==> src/rtl/seq_det_scan_ctrl_if.sv <==
// Word-in / result-out handshake bundle plus serial hookup to the external "10101" detector.
// Defining SCAN_OVF_FLAG_EN adds the out_ovf result flag.
interface seq_det_scan_ctrl_if #(
  parameter int unsigned WORD_W = 16,
  parameter int unsigned CNT_W  = 8
);
  localparam int unsigned IDX_W = $clog2(WORD_W);

  logic              in_valid;
  logic              in_ready;
  logic [WORD_W-1:0] in_word;
  logic              out_valid;
  logic              out_ready;
  logic              out_hit;
  logic [CNT_W-1:0]  out_count;
  logic [IDX_W-1:0]  out_first;
`ifdef SCAN_OVF_FLAG_EN
  logic              out_ovf;
`endif
  logic              det_d_in;
  logic              det_reset_n;
  logic              det_q_out;

  // Controller side
  modport master (
`ifdef SCAN_OVF_FLAG_EN
    output out_ovf,
`endif
    input  in_valid, in_word, out_ready, det_q_out,
    output in_ready, out_valid, out_hit, out_count, out_first, det_d_in, det_reset_n
  );

  // Word source, result sink and detector side
  modport slave (
`ifdef SCAN_OVF_FLAG_EN
    input  out_ovf,
`endif
    output in_valid, in_word, out_ready, det_q_out,
    input  in_ready, out_valid, out_hit, out_count, out_first, det_d_in, det_reset_n
  );
endinterface

==> src/rtl/seq_det_scan_ctrl.sv <==
// Serialises words MSB-first into an external Mealy "10101" detector and returns per-word results.
// Optional feature macro: SCAN_OVF_FLAG_EN (adds out_ovf, set when the match count saturated).
module seq_det_scan_ctrl #(
  parameter int unsigned WORD_W = 16,
  parameter int unsigned CNT_W  = 8
) (
  input logic                 clk,
  input logic                 reset,
  seq_det_scan_ctrl_if.master bus
);
  localparam int unsigned      IDX_W    = $clog2(WORD_W);
  localparam logic [IDX_W-1:0] IDX_LAST = IDX_W'(WORD_W - 1);
  localparam logic [CNT_W-1:0] CNT_MAX  = '1;

  typedef enum logic [1:0] {
    IDLE  = 2'd0,
    SHIFT = 2'd1,
    WAIT  = 2'd2
  } state_t;

  state_t            state;
  logic [WORD_W-2:0] shreg;
  logic [IDX_W-1:0]  bit_idx;

  logic              run_hit;
  logic [CNT_W-1:0]  run_cnt;
  logic [IDX_W-1:0]  run_first;
  logic              pend_hit;
  logic [CNT_W-1:0]  pend_cnt;
  logic [IDX_W-1:0]  pend_first;
  logic              tally_hit;
  logic [CNT_W-1:0]  tally_cnt;
  logic [IDX_W-1:0]  tally_first;
`ifdef SCAN_OVF_FLAG_EN
  logic              run_ovf;
  logic              pend_ovf;
  logic              tally_ovf;
`endif

  logic last_bit;
  logic slot_free;
  logic in_ready_c;
  logic accept;

  always_comb begin
    last_bit   = (state == SHIFT) && (bit_idx == IDX_LAST);
    slot_free  = !bus.out_valid || bus.out_ready;
    in_ready_c = (state == IDLE) || (last_bit && slot_free);
    accept     = bus.in_valid && in_ready_c;
  end

  assign bus.in_ready = in_ready_c;

  // Running tally including the detector's verdict on the bit currently on the wire.
  always_comb begin
    tally_hit   = run_hit | bus.det_q_out;
    tally_cnt   = run_cnt;
    tally_first = run_first;
`ifdef SCAN_OVF_FLAG_EN
    tally_ovf   = run_ovf;
`endif
    if (bus.det_q_out) begin
      if (run_cnt == CNT_MAX) begin
`ifdef SCAN_OVF_FLAG_EN
        tally_ovf = 1'b1;
`endif
      end else begin
        tally_cnt = run_cnt + CNT_W'(1);
      end
      if (!run_hit) tally_first = bit_idx;
    end
  end

  always_ff @(posedge clk) begin
    if (reset) begin
      state           <= IDLE;
      shreg           <= '0;
      bit_idx         <= '0;
      run_hit         <= 1'b0;
      run_cnt         <= '0;
      run_first       <= '0;
      pend_hit        <= 1'b0;
      pend_cnt        <= '0;
      pend_first      <= '0;
      bus.out_valid   <= 1'b0;
      bus.out_hit     <= 1'b0;
      bus.out_count   <= '0;
      bus.out_first   <= '0;
      bus.det_d_in    <= 1'b0;
      bus.det_reset_n <= 1'b0;
`ifdef SCAN_OVF_FLAG_EN
      run_ovf         <= 1'b0;
      pend_ovf        <= 1'b0;
      bus.out_ovf     <= 1'b0;
`endif
    end else begin
      if (bus.out_ready) bus.out_valid <= 1'b0;
      case (state)
        IDLE: begin
          if (accept) begin
            state           <= SHIFT;
            shreg           <= bus.in_word[WORD_W-2:0];
            bus.det_d_in    <= bus.in_word[WORD_W-1];
            bus.det_reset_n <= 1'b1;
            bit_idx         <= '0;
            run_hit         <= 1'b0;
            run_cnt         <= '0;
            run_first       <= '0;
`ifdef SCAN_OVF_FLAG_EN
            run_ovf         <= 1'b0;
`endif
          end else begin
            bus.det_d_in    <= 1'b0;
            bus.det_reset_n <= 1'b0;
          end
        end

        SHIFT: begin
          if (!last_bit) begin
            bit_idx         <= bit_idx + IDX_W'(1);
            shreg           <= shreg << 1;
            bus.det_d_in    <= shreg[WORD_W-2];
            bus.det_reset_n <= 1'b1;
            run_hit         <= tally_hit;
            run_cnt         <= tally_cnt;
            run_first       <= tally_first;
`ifdef SCAN_OVF_FLAG_EN
            run_ovf         <= tally_ovf;
`endif
          end else if (slot_free) begin
            bus.out_valid <= 1'b1;
            bus.out_hit   <= tally_hit;
            bus.out_count <= tally_cnt;
            bus.out_first <= tally_first;
`ifdef SCAN_OVF_FLAG_EN
            bus.out_ovf   <= tally_ovf;
`endif
            // Back-to-back word keeps the detector running so matches can straddle words.
            if (accept) begin
              shreg           <= bus.in_word[WORD_W-2:0];
              bus.det_d_in    <= bus.in_word[WORD_W-1];
              bus.det_reset_n <= 1'b1;
              bit_idx         <= '0;
              run_hit         <= 1'b0;
              run_cnt         <= '0;
              run_first       <= '0;
`ifdef SCAN_OVF_FLAG_EN
              run_ovf         <= 1'b0;
`endif
            end else begin
              state           <= IDLE;
              bus.det_d_in    <= 1'b0;
              bus.det_reset_n <= 1'b0;
            end
          end else begin
            state           <= WAIT;
            pend_hit        <= tally_hit;
            pend_cnt        <= tally_cnt;
            pend_first      <= tally_first;
`ifdef SCAN_OVF_FLAG_EN
            pend_ovf        <= tally_ovf;
`endif
            bus.det_d_in    <= 1'b0;
            bus.det_reset_n <= 1'b0;
          end
        end

        WAIT: begin
          bus.det_d_in    <= 1'b0;
          bus.det_reset_n <= 1'b0;
          if (bus.out_ready) begin
            state         <= IDLE;
            bus.out_valid <= 1'b1;
            bus.out_hit   <= pend_hit;
            bus.out_count <= pend_cnt;
            bus.out_first <= pend_first;
`ifdef SCAN_OVF_FLAG_EN
            bus.out_ovf   <= pend_ovf;
`endif
          end
        end

        default: begin
          state           <= IDLE;
          bus.det_d_in    <= 1'b0;
          bus.det_reset_n <= 1'b0;
        end
      endcase
    end
  end
endmodule

==> src/flat_wrapper.sv <==
// flat-port wrapper written by rule: the top's interface ports become plain ports
module seq_det_scan_ctrl_flat 
#(
  parameter int unsigned WORD_W = 16,
  parameter int unsigned CNT_W  = 8
)
  (clk, reset, bus_in_valid, bus_in_word, bus_out_ready, bus_det_q_out, bus_in_ready, bus_out_valid, bus_out_hit, bus_out_count, bus_out_first, bus_det_d_in, bus_det_reset_n);
  seq_det_scan_ctrl_if #(.WORD_W(WORD_W), .CNT_W(CNT_W)) bus_i ();
  input logic clk;
  input logic reset;
  input wire logic [$bits(bus_i.in_valid)-1:0] bus_in_valid;
  input wire logic [$bits(bus_i.in_word)-1:0] bus_in_word;
  input wire logic [$bits(bus_i.out_ready)-1:0] bus_out_ready;
  input wire logic [$bits(bus_i.det_q_out)-1:0] bus_det_q_out;
  output wire logic [$bits(bus_i.in_ready)-1:0] bus_in_ready;
  output wire logic [$bits(bus_i.out_valid)-1:0] bus_out_valid;
  output wire logic [$bits(bus_i.out_hit)-1:0] bus_out_hit;
  output wire logic [$bits(bus_i.out_count)-1:0] bus_out_count;
  output wire logic [$bits(bus_i.out_first)-1:0] bus_out_first;
  output wire logic [$bits(bus_i.det_d_in)-1:0] bus_det_d_in;
  output wire logic [$bits(bus_i.det_reset_n)-1:0] bus_det_reset_n;
  assign bus_i.in_valid = bus_in_valid;
  assign bus_i.in_word = bus_in_word;
  assign bus_i.out_ready = bus_out_ready;
  assign bus_i.det_q_out = bus_det_q_out;
  assign bus_in_ready = bus_i.in_ready;
  assign bus_out_valid = bus_i.out_valid;
  assign bus_out_hit = bus_i.out_hit;
  assign bus_out_count = bus_i.out_count;
  assign bus_out_first = bus_i.out_first;
  assign bus_det_d_in = bus_i.det_d_in;
  assign bus_det_reset_n = bus_i.det_reset_n;
  seq_det_scan_ctrl #(.WORD_W(WORD_W), .CNT_W(CNT_W)) u_core (.clk(clk), .reset(reset), .bus(bus_i));
endmodule
==> config.mk <==
export PLATFORM = sky130hd
export DESIGN_NAME = seq_det_scan_ctrl_flat
export DESIGN_NICKNAME = d
export VERILOG_FILES = /design/src/rtl/seq_det_scan_ctrl_if.sv /design/src/rtl/seq_det_scan_ctrl.sv /design/src/flat_wrapper.sv
export SDC_FILE = /design/constraint.sdc
export NUM_CORES = 1
export LEC_CHECK = 0
export CORE_MARGIN = 2
export CORE_UTILIZATION = 42
export DETAILED_ROUTE_END_ITERATION = 8
export PLACE_DENSITY = 0.7
export SLEW_MARGIN = 10
export SYNTH_ARGS = -nofsm -noshare
export SYNTH_HDL_FRONTEND = slang
export SYNTH_SLANG_ARGS = --single-unit
==> constraint.sdc <==
create_clock -name clk -period 3.35 [get_ports clk]
set_input_delay 0.67 -clock clk [delete_from_list [all_inputs] [get_ports clk]]
set_output_delay 0.67 -clock clk [all_outputs]
set_load 0.01 [all_outputs]
== Yosys cells after proc, flatten, opt, wreduce, memory -nomap -nowiden ==
Index checks and enable logic that the tools add are counted.

* Bits in registers: 63
* Bits of input ports: 21

* $add $sub $neg: 2
* Eq/ne operators: 10
* Mux-type cells: 55
* Bitwise gates (word level): 2
* Reductions and logical operators: 13

{| class="wikitable"
|+ Operators by type and width
! operator !! number
|-
| two-way mux 8 bit || 8
|-
| two-way mux 15 bit || 3
|-
| two-way mux 4 bit || 11
|-
| case mux 8 bit (2 select lines) || 2
|-
| case mux 15 bit (2 select lines) || 1
|-
| case mux 4 bit (2 select lines) || 3
|-
| two-way mux 1 bit || 16
|-
| two-way mux 2 bit || 5
|-
| case mux 1 bit (2 select lines) || 5
|-
| adder 8 x 1 -> 8 bit, second input constant || 1
|-
| equality test 8 bit, second input constant || 1
|-
| AND reduction 4 bit || 2
|-
| inequality test 2 x 1 -> 1 bit, second input constant || 3
|-
| inequality test 3 bit, second input constant || 2
|-
| case mux 2 bit (3 select lines) || 1
|-
| adder 4 x 1 -> 4 bit, second input constant || 1
|-
| equality test 4 bit, second input constant || 1
|-
| nonzero test 2 bit || 2
|-
| logical AND 1 bit || 3
|-
| AND reduction 3 bit || 1
|-
| equality test 2 x 1 -> 1 bit, second input constant || 1
|-
| equality test 2 bit, second input constant || 1
|-
| zero test 2 bit || 1
|-
| logical OR 1 bit || 2
|-
| other kinds (5) || 5
|}

== Longest topological paths before layout ==
* Depth in word-level cells: 9
* Mapped depth: 9
* Gate-level depth less buffers: 6

== Worst setup path after synthesis ==
Ideal clock, no wire load.

* Path type: register to output
* From: register u_core.state[1]
* To: output bus_in_ready
* Data arrival time: 1.220 ns
* Slack: 1.460 ns
* Stages on the path, launching flop included: 7
* Path buffers: 2
* Cells stage by stage: dfxtp_1 -> inv_1 -> ha_1 -> buf_4 -> and4_1 -> buf_6 -> a21o_1

* Word-level cells in the longest chain between the ends: 4
* Elaborated cells on any way between the ends: 5
* Those cells by class: eq/ne: 1; reduce/logical: 4

{| class="wikitable"
|+ RTL lines
! element !! RTL line !! source
|-
| from (decl) || seq_det_scan_ctrl.sv:21 || <nowiki>state_t state;</nowiki>
|-
| from (signal assigned) || seq_det_scan_ctrl.sv:76 || <nowiki>state <= IDLE;</nowiki>
|-
| from (signal assigned) || seq_det_scan_ctrl.sv:101 || <nowiki>state <= SHIFT;</nowiki>
|-
| from (signal assigned) || seq_det_scan_ctrl.sv:151 || <nowiki>state <= IDLE;</nowiki>
|-
| equality test 2 x 1 -> 1 bit || seq_det_scan_ctrl.sv:46 || <nowiki>last_bit = (state == SHIFT) && (bit_idx == IDX_LAST);</nowiki>
|-
| logical AND 1 bit || seq_det_scan_ctrl.sv:46 ||
|-
| logical AND 1 bit || seq_det_scan_ctrl.sv:48 || <nowiki>in_ready_c = (state == IDLE) || (last_bit && slot_free);</nowiki>
|-
| logical OR 1 bit (*) || seq_det_scan_ctrl.sv:48 ||
|-
| to (decl) || flat_wrapper.sv:15 || <nowiki>output wire logic [$bits(bus_i.in_ready)-1:0] bus_in_ready;</nowiki>
|}

Every way passes the cells marked *; elsewhere a longest branch is shown, timed or not.

== Worst setup path after layout ==
Ends and elaborated chain as after synthesis.

==> results by group <==
Clocking
  – Clock Sinks: 63
  – Worst skew pair latency: 0.34 ns
  – Cts bufs inserted: 9
  – PostCTS Resize Cnt: 0
  – Number of hold buffers added after CTS: 0
  – Clk slew on worst S/H paths: 0.07 ns
  – Postcts setup bufs: 0
  – CTS tree: built
  – Clk buf depth: 2
  – H-tree depth: 3
  – CTS root buf: clkbuf_8

Layout
  – Layout cells sized above 1: 0.1330
  – Nets@finish: 427
  – Area grow syn2layout: 19.33%
  – Most common cell after layout, fill and taps aside: dfxtp_1
  – ANT cells: 0
  – Commonest non-fill, non-tap cells in the layout: 63 x dfxtp_1, 39 x nand3_1, 36 x clkdlybuf4s50_1
  – FILL cells: 707

Outcome
  – Status: completed

Die
  – Core Footprint: between 0.007 and 0.008 mm²
  – Die H: 91.07 µm
  – I/O pins: 38
  – Row cnt: 31
  – Initial core utilization: 0.4367
  – Die X-Extent: 91.07 µm
  – Die area: just over 0.008 mm²

Yosys
  – Sequential area share after synthesis: 0.3961
  – Synthesized area per cell: 8.402 µm²
  – Mapped Cells: 379
  – Post-Syn Nets: 405
  – Cell variety after synth: 52
  – Prevailing post-synth register cell: dfxtp_1
  – Post-synth ARST share: 0
  – Synthesis Warnings: 0
  – Flops & latches, synth: 63
  – Count of flip-flops with a built-in enable after synthesis: 0
  – Synth Cell Area: 0.003184 mm²

STA
  – Setup TNS: 0 ns
  – Min Clock Period, post-route: 2.978 ns
  – Final Cycle Share: 0.8891
  – Maximum clock rate: approximately 340 MHz
  – Setup violators final: 0
  – Least-Margin Pin Slew: around 0.84 ns
  – Final Hold Fails: 0
  – Worst slew margin: 0.4431
  – Slew Viols, Final: 0
  – Worst Skew: 0.01140 ns
  – Unrepaired setup endpoints after global routing: false

Global routing
  – Antenna violations before repair: 0
  – Vias in the first global route: 2879
  – Largest net degree at the start of global routing: 35
  – GRT Total Usage: 0.1960
  – GRT Residual Overflow: 0
  – First-pass GRT wire length: 13470 µm

Power and ir drop
  – Power consumption: 1.837 mW
  – Leakage: 1.292 nW
  – Pwr/cell area: between 400 and 500 mW/mm²
  – Max VDD drop: 287.8 µV

Drt
  – Routed len/inst: 15.06 µm
  – Antenna Nets Post-Route: 0
  – Vias post-DR: 2862
  – Post-Route WL: 7604 µm
  – Drt first pass iters: 4
  – Iter 0 DRT Violations: around 170
  – Via density per instance: 5.667
  – DR DRC count: 0

Job
  – Max-cap violations: 0

Worst setup path
  – Critical-path cell list: inv_1 > ha_1 > and4_1 > a21o_1 > clkdlybuf4s50_1
  – CP max stage delay: 0.54 ns
  – Startpoint Class: register
  – Critical path peak fanout: 10
  – Crit path capture type: output pin
  – Critical Path RT: ~2.7 ns
  – CP max stage cell: clkdlybuf4s50_1
  – Arr. time, crit path: around 2.3 ns
  – WS Path Type: reg -> out

Placed design
  – Hpwl dp: 4988 µm
  – Port-buffer cells: 37
  – GPL Wtd Cong: 0.9320

Hold path
  – Type of the worst min-delay path: reg -> reg
-- sequential cells by signal, indices dropped and copies added, names as in the netlist, 2 cells and up --
name and flops:
u_core.run_cnt 8, u_core.pend_cnt 8, u_core.run_first 4, u_core.bit_idx 4, u_core.bus.out_count 8, u_core.bus.out_first 4
u_core.pend_first 4, u_core.state 2, u_core.shreg 15
-- cells in the mapped netlist, types with 5 or more instances --
library cell  instances  area, µm²
a21o_1                7      52.55
nor3_2                9      90.09
nor3_1               33      165.2
nand4_1               5      31.28
nand3_1              39      195.2
clkbuf_1             17      63.81
nand2b_1              6      37.54
dfxtp_1              63       1261
a311oi_1              7      61.31
inv_1                12      45.04
nor4_2               10      125.1
ha_1                  5      62.56
o221ai_1              6      52.55
buf_4                 6      45.04
o21ai_0               8      40.04
nor2_1               32      120.1
nand2_1              25      93.84
a21oi_1              26      130.1
-- area by class of cell --
cell class,count,area [µm²],area share
flip-flops and latches,63,1261,0.3319
clock buffers,11,151.4,0.03984
repair buffers,42,427.9,0.1126
well taps,99,123.9,0.03260
multi-input cells,272,1707,0.4491
clock inverters,5,80.08,0.02107
inverters,13,48.80,0.01284
-- stage by stage --
step                worst slack (ns)  utilization  std cells  hold WS (ns)  area, µm²
global route                  0.2182       0.5211        505        0.4879       3800
detailed placement            0.5567       0.4894        489        0.4514       3568
finish                        0.3716       0.5211        505        0.4615       3800
CTS                           0.3306       0.5211        505        0.4618       3800
floorplan                      1.460            -        379        0.4364       3184
global placement              0.5963       0.4894        489        0.4484       3568
-- critical path, delay by kind of cell (launching register included) --
kind	cells	cell delay [ns]
fa+ha+maj	1	0.37
compound gates	1	0.20
buf+inv	2	0.63
simple gates	1	0.47
flops	1	0.31
-- per-layer routing --
| metal | global-route usage | routed length, µm | vias to the layer above |
|---|---|---|---|
| met5 | 0 | 0 | - |
| met4 | 0.06944 | 99 | 0 |
| met3 | 0.04896 | 315 | 12 |
| met2 | 0.3235 | 3722 | 62 |
| met1 | 0.2485 | 3466 | 1360 |
| li1 | - | - | 1428 |
-- worst paths after layout --
kind	startpoint	slack, ns	endpoint	depth (start not counted)
hold / removal	u_core.pend_cnt[6]$_SDFFE_PP0P_	0.46	u_core.pend_cnt[6]$_SDFFE_PP0P_	2
hold reg to reg	u_core.pend_cnt[6]$_SDFFE_PP0P_	0.46	u_core.pend_cnt[6]$_SDFFE_PP0P_	2
setup / recovery	u_core.state[1]$_SDFFE_PP0P_	0.37	bus_in_ready	5
setup reg to reg	u_core.state[0]$_SDFFE_PP0P_	0.79	u_core.bus.out_first[3]$_SDFFE_PP0P_	6
-- power by group --
part	internal [mW]	switching (mW)
Sequential	0.784	0.0234
Clock	0.458	0.309
Combinational	0.113	0.149
Total	1.36	0.481
-- cells by family (layout without fill, tap and decap cells) --
| group | after synthesis | in the layout | share of synthesized area |
|---|---|---|---|
| DFF | 63 | 63 | 0.3961 |
| buffers and inverters | 44 | 71 | 0.06797 |
| adders and majority gates | 5 | 5 | 0.01965 |
| and+or+nand+nor | 180 | 180 | 0.3155 |
| AOI/OAI and AO/OA | 80 | 80 | 0.1772 |
| xor gates and xnor gates | 1 | 1 | 0.002751 |
| muxes | 6 | 6 | 0.02082 |
Power figures use the tool's default switching activity.
